`src/rtl/regfile_ctrl_pkg.sv`:
```
// Shared types and default sizes for the register-file write-port controller.
//   rf_state_e : sequencer state (INIT = zeroing sweep, RUN = normal arbitration)
//   *_DEF      : default register count, index width and data width
package regfile_ctrl_pkg;
  localparam int NREG_DEF = 32;
  localparam int AW_DEF   = 5;
  localparam int DW_DEF   = 32;

  typedef enum logic {
    INIT = 1'b0,
    RUN  = 1'b1
  } rf_state_e;
endpackage

```
`src/rtl/rf_scoreboard.sv`:
```
// Per-register busy bits for registers owned by in-flight long operations.
//   clk, rst          : clock, async active-high reset (clears all bits)
//   set_en, set_idx   : mark register set_idx busy
//   clr_en, clr_idx   : release register clr_idx
//   busy              : bit i = register i busy; bit 0 is constant 0
// A set and a clear of the same register in one cycle leaves it busy: the
// set belongs to a newly issued op that now owns the register.
module rf_scoreboard
  import regfile_ctrl_pkg::*;
#(
  parameter int NREG = NREG_DEF,
  parameter int AW   = AW_DEF
) (
  input  logic            clk,
  input  logic            rst,
  input  logic            set_en,
  input  logic [AW-1:0]   set_idx,
  input  logic            clr_en,
  input  logic [AW-1:0]   clr_idx,
  output logic [NREG-1:0] busy
);

  // x0 has no storage; it can never be owned.
  logic [NREG-1:1] busy_q;

  always_ff @(posedge clk or posedge rst) begin
    if (rst) begin
      busy_q <= '0;
    end else begin
      for (int i = 1; i < NREG; i++) begin
        if (set_en && set_idx == AW'(i))
          busy_q[i] <= 1'b1;
        else if (clr_en && clr_idx == AW'(i))
          busy_q[i] <= 1'b0;
      end
    end
  end

  assign busy = {busy_q, 1'b0};

endmodule

```
`src/rtl/regfile_ctrl.sv`:
```
// Sequencer and write-port arbiter in front of the register file.
//   clk, rst                        : clock, async active-high reset
//   core_we/core_rd/core_wdata      : core writeback (top priority, no backpressure)
//   lu_valid/lu_rd/lu_wdata/lu_ready: multi-cycle unit result, valid/ready
//   claim_en/claim_rd               : long op issued, destination becomes busy
//   busy                            : per-register busy scoreboard
//   init_done                       : high once the zeroing sweep is finished
//   write_en/write_reg/write_data   : register file write port
// After reset the port zeroes x1..x(NREG-1), one register per cycle, then
// arbitrates between the core and the multi-cycle unit. x0 is never written.
module regfile_ctrl
  import regfile_ctrl_pkg::*;
#(
  parameter int NREG       = NREG_DEF,
  parameter int AW         = AW_DEF,
  parameter int DW         = DW_DEF,
  parameter int INIT_CLEAR = 1
) (
  input  logic            clk,
  input  logic            rst,
  input  logic            core_we,
  input  logic [AW-1:0]   core_rd,
  input  logic [DW-1:0]   core_wdata,
  input  logic            lu_valid,
  input  logic [AW-1:0]   lu_rd,
  input  logic [DW-1:0]   lu_wdata,
  output logic            lu_ready,
  input  logic            claim_en,
  input  logic [AW-1:0]   claim_rd,
  output logic [NREG-1:0] busy,
  output logic            init_done,
  output logic            write_en,
  output logic [AW-1:0]   write_reg,
  output logic [DW-1:0]   write_data
);

  localparam rf_state_e     RST_STATE = (INIT_CLEAR != 0) ? INIT : RUN;
  localparam logic [AW-1:0] LAST_REG  = AW'(NREG - 1);

  rf_state_e     state, state_nxt;
  logic [AW-1:0] cnt, cnt_nxt;
  logic          we_c, rdy_c, sb_set, sb_clr;
  logic [AW-1:0] reg_c;
  logic [DW-1:0] data_c;

  always_ff @(posedge clk or posedge rst) begin
    if (rst) begin
      state <= RST_STATE;
      cnt   <= AW'(1);
    end else begin
      state <= state_nxt;
      cnt   <= cnt_nxt;
    end
  end

  always_comb begin
    state_nxt = state;
    cnt_nxt   = cnt;
    we_c      = 1'b0;
    reg_c     = '0;
    data_c    = '0;
    rdy_c     = 1'b0;
    sb_set    = 1'b0;
    sb_clr    = 1'b0;
    case (state)
      // Core writes and claims arriving during the sweep are dropped.
      INIT: begin
        we_c    = 1'b1;
        reg_c   = cnt;
        cnt_nxt = cnt + AW'(1);
        if (cnt == LAST_REG)
          state_nxt = RUN;
      end
      RUN: begin
        // A core write to x0 is a no-op and leaves the port to the unit.
        if (core_we && core_rd != '0) begin
          we_c   = 1'b1;
          reg_c  = core_rd;
          data_c = core_wdata;
        end else begin
          rdy_c = 1'b1;
          // A unit result for x0 still completes its handshake, unwritten.
          if (lu_valid && lu_rd != '0) begin
            we_c   = 1'b1;
            reg_c  = lu_rd;
            data_c = lu_wdata;
          end
        end
        sb_set = claim_en && (claim_rd != '0);
        sb_clr = lu_valid && rdy_c;
      end
      default: state_nxt = RST_STATE;
    endcase
  end

  // Reset masks the port immediately, not from the next edge. The gating
  // stays on the outputs so reset never enters a flop's data path.
  assign write_en   = we_c & ~rst;
  assign write_reg  = rst ? '0 : reg_c;
  assign write_data = rst ? '0 : data_c;
  assign lu_ready   = rdy_c & ~rst;
  assign init_done  = (state == RUN);

  rf_scoreboard #(
    .NREG (NREG),
    .AW   (AW)
  ) u_sb (
    .clk     (clk),
    .rst     (rst),
    .set_en  (sb_set),
    .set_idx (claim_rd),
    .clr_en  (sb_clr),
    .clr_idx (lu_rd),
    .busy    (busy)
  );

endmodule

```
`config.mk`:
```
export PLATFORM = sky130hd
export DESIGN_NAME = regfile_ctrl
export DESIGN_NICKNAME = d
export VERILOG_FILES = /design/src/rtl/regfile_ctrl_pkg.sv /design/src/rtl/rf_scoreboard.sv /design/src/rtl/regfile_ctrl.sv
export SDC_FILE = /design/constraint.sdc
export NUM_CORES = 1
export LEC_CHECK = 0
export CAP_MARGIN = 20
export CORE_MARGIN = 2
export CORE_UTILIZATION = 41
export CTS_CLUSTER_DIAMETER = 60
export DETAILED_ROUTE_END_ITERATION = 8
export GPL_ROUTABILITY_DRIVEN = 0
export PLACE_DENSITY = 0.94
export SYNTH_ARGS = -nofsm -noshare
export SYNTH_HDL_FRONTEND = slang
export SYNTH_HIERARCHICAL = 1
export SYNTH_SLANG_ARGS = --single-unit
```
`constraint.sdc`:
```
create_clock -name clk -period 2.7 [get_ports clk]
set_clock_uncertainty 0.05 [all_clocks]
set_input_delay 0.27 -clock clk [delete_from_list [all_inputs] [get_ports clk]]
set_output_delay 0.27 -clock clk [all_outputs]
set_load 0.02 [all_outputs]
```
==> results list <==
* Result of the run: completed
* Crit path cell chain: clkdlybuf4s50_1, or4_4, o21a_2, buf_12, mux2i_1, dlygate4sd2_1
- After detailed routing, the average wire length per cell comes to 18.34 um.
* Mean cell area of the mapped netlist: 8.763 um^2
- For this run, the detailed router's first-pass iteration total came to 4.
* Die Outline Area: 7090 um^2
* Final HPWL DP: 7204 um
- DR iter-0 viols: 209
* Number of buffers added by the clock tree synthesis step: 5
- Fin crit share: 97.12%
* Remaining design rule violation count: 0
- Critical path peak fanout: 33
* CP required: 2380 ps
- The routed layout has 3190 vias.
- The number of antenna violations at the first check in global routing is 0.
- Number of distinct library cells after synthesis: 40
* Synthesis-to-finish area growth: 66.46%
- Unrepaired setup endpoints after global routing: false
* Share of async-settable or async-resettable flops after synthesis: 100.0%
- The tightest hold path in the finished design has a slack of 453.5 ps.
* Start-to-end type of the worst setup path: input pin to primary output
* Number of rows in the core area: 29
* Data arrival at the endpoint of the critical path: 2300 ps
* Share of post-route cells with drive strength above 1: 8.150%
- Synthesis produced a netlist whose cell count is 301.
- Final standard cell utilization of the core: 69.94%
- Number of nets in the finished design: 539
- Buf/Inv on CP: 3
* Clock-pin slew reported for the worst setup and hold paths after clock tree synthesis: 70 ps
- The cell family contributing the most delay on the critical path is buffers and inverters.
- Top post-synthesis cells by count: sky130_fd_sc_hd__o21ai_0 (58), sky130_fd_sc_hd__nand2_1 (46), sky130_fd_sc_hd__dfrtp_1 (36)
* Number of buffers on the longest clock path: 2
- The worst register-to-register path has a setup slack of 740 ps.
* CP Launch Type: input pin
- Post-layout min period: 2622 ps
- Timing would allow up to 381.3 MHz.
* Highest-delay cell along the critical path: sky130_fd_sc_hd__or4_4
- For this run, the total global-route usage over all layers was measured as 26.85%.
* Initial Util: 42.02%
- Global-route wire length before repair: 15530 um
- Depth of the worst register-to-register path: 7
- The synthesized netlist occupies a cell area of 2638 um^2.
- Slew Viols, Final: 0
- The path class of the tightest hold or removal check is flip-flop to flip-flop.
- The number of setup buffers added after CTS is 0.
- When the netlist entered floorplanning its net count stood at 387.
* Clock Tree Root: sky130_fd_sc_hd__clkbuf_8
* Die Y: 84.21 um
- For this run, the leading register cell type out of synthesis is sky130_fd_sc_hd__dfrtp_1.
* Boundary Pins: 156
- The final count of hold timing violations was 0.
* Synth Register Bits: 37
- Antenna Cells: 0
- Latest clock arrival within the worst-skew pair: 290 ps
- The via count of the first global-routing pass was 3137.
- In this run the worst setup path terminates at write_data[7].
- sky130_fd_sc_hd__o21ai_0 is the most common cell in the netlist.
* Reg2reg start: init_done
* Number of enable flip-flop cells after synthesis: 0
* Number of max-capacitance violations reported: 0
- Crit Reg-Reg Endpoint: u_sb/busy_q[24]
* Share of Yosys cell area claimed by the top area cell type: 34.16%
- Number of endpoints failing setup at the final stage: 0
- Largest net degree at the start of global routing: 43
- Cell area power density: 414.1 nW/um^2
- Total stage count of the critical path: 6
* Yosys warnings: 6
* Critical path capture point type: primary output
* Clock tree from TritonCTS: built
* Die X: 84.21 um
- Hold-fix buffers, CTS: 0
- Cell taking the most area after synthesis: sky130_fd_sc_hd__dfrtp_1
* Static Leak: 0.001898 uW
- For this run the aggregate overflow at the end of global routing stands at 0.
- Count of H-tree levels built during CTS: 2
- Top cells by area, synth: sky130_fd_sc_hd__dfrtp_1 (34%), sky130_fd_sc_hd__mux2i_1 (12%), sky130_fd_sc_hd__o21ai_0 (11%)
* Post-detailed-route via-to-cell ratio: 6.008
- Sink count of the clock tree: 37
- Critical path launch point: core_rd[1]
* Antenna-violating nets left: 0
- Quantity of I/O buffers inserted on ports: 154
- Share of synthesized area occupied by flip-flops and latches: 35.15%
- The largest single stage delay on the critical path is 520 ps.
* Worst IR Drop VDD: 0.4195 mV
* Total wirelength of the detailed-routed design: 9737 um
- Core area: 6277 um^2
[worst min path at each step]
stage | start | endpoint | slack (ps) | depth (start not counted)
final | cnt[2] | cnt[2] | 450 | 1
after global routing | cnt[2] | cnt[2] | 460 | 1
after CTS | cnt[2] | cnt[2] | 450 | 1
after detailed placement | cnt[2] | cnt[2] | 440 | 1
after global placement | cnt[2] | cnt[2] | 420 | 1
after floorplan | rst | cnt[1] | 50 | 1
[layer usage]
metal / wire [um] / up-vias / global-route usage, %
met5: 0 / - / 0
met4: 203 / 0 / 6.891
met3: 864 / 22 / 5.310
met2: 4792 / 187 / 47.40
met1: 3876 / 1535 / 33.67
li1: - / 1446 / -
[final cells by class]
type | count | area, um^2
timing repair buffer | 172 | 1692
clock buffer | 5 | 68.82
inverter | 2 | 7.507
tap | 77 | 96.34
multi-input combinational | 235 | 1555
fill | 486 | 1887
sequential | 37 | 927.1
clock inverter | 3 | 43.79
[timing repair]
action / in CTS / in global routing
resized for setup: 38 / 0
setup endpoints to repair: 38 / 0
endpoints found under the hold margin: 0 / 0
[flip-flops by register name, summed over array words and instances, names as in the netlist]
register,count
init_done,1
u_sb/busy_q,31
cnt,5
[cells by family after synthesis]
| kind of cell | Yosys count | synth area share, % |
|---|---|---|
| flops | 37 | 35.15 |
| mux | 34 | 13.00 |
| xor+xnor | 3 | 0.9964 |
| compound gates | 109 | 26.57 |
| simple gates | 86 | 16.98 |
| fa+ha+maj | 2 | 0.9486 |
| other cells | 1 | 0.1422 |
| buf+inv | 29 | 6.215 |
[placed cells by master (no fill, tap or decap), types with 2 or more instances in the layout]
master                              n
sky130_fd_sc_hd__mux2_2             2
sky130_fd_sc_hd__nor2b_1            7
sky130_fd_sc_hd__clkbuf_8           5
sky130_fd_sc_hd__a31oi_1            5
sky130_fd_sc_hd__nand4_1            2
sky130_fd_sc_hd__inv_1              2
sky130_fd_sc_hd__o21ai_0           58
sky130_fd_sc_hd__xnor2_1            3
sky130_fd_sc_hd__mux2i_1           32
sky130_fd_sc_hd__nand2_1           46
sky130_fd_sc_hd__nand4bb_1          3
sky130_fd_sc_hd__clkdlybuf4s50_1  116
sky130_fd_sc_hd__or2_2              3
sky130_fd_sc_hd__nor2_1             2
sky130_fd_sc_hd__ha_1               2
sky130_fd_sc_hd__nand4b_1           3
sky130_fd_sc_hd__dlygate4sd2_1     38
sky130_fd_sc_hd__buf_12             5
sky130_fd_sc_hd__nand3_1            5
sky130_fd_sc_hd__o21ai_1            6
sky130_fd_sc_hd__nand2b_1           7
sky130_fd_sc_hd__o32ai_1            4
sky130_fd_sc_hd__dfrtp_1           36
sky130_fd_sc_hd__buf_4             13
sky130_fd_sc_hd__o2111ai_1         32
[where the power goes]
group / total (uW) / internal [uW] / switching [uW] / leakage (uW)
Clock: 480 / 277 / 203 / 0.0000585
Sequential: 651 / 614 / 37.0 / 0.000480
Combinational: 687 / 338 / 349 / 0.00136
[through the flow]
step | TNS, ps | total power (uW) | cells | area [um^2] | setup WS (ps)
CTS | 0 | 1825 | 531 | 4390 | 70.87
global placement | -3340 | 1350 | 523 | 4325 | -170.5
finish | 0 | 1818 | 531 | 4390 | 77.71
floorplan | 0 | 966.8 | 301 | 2638 | 277.0
detailed placement | -4842 | 1369 | 523 | 4325 | -220.9
global route | 0 | 1898 | 531 | 4390 | 10.07
Power figures use the tool's default switching activity.
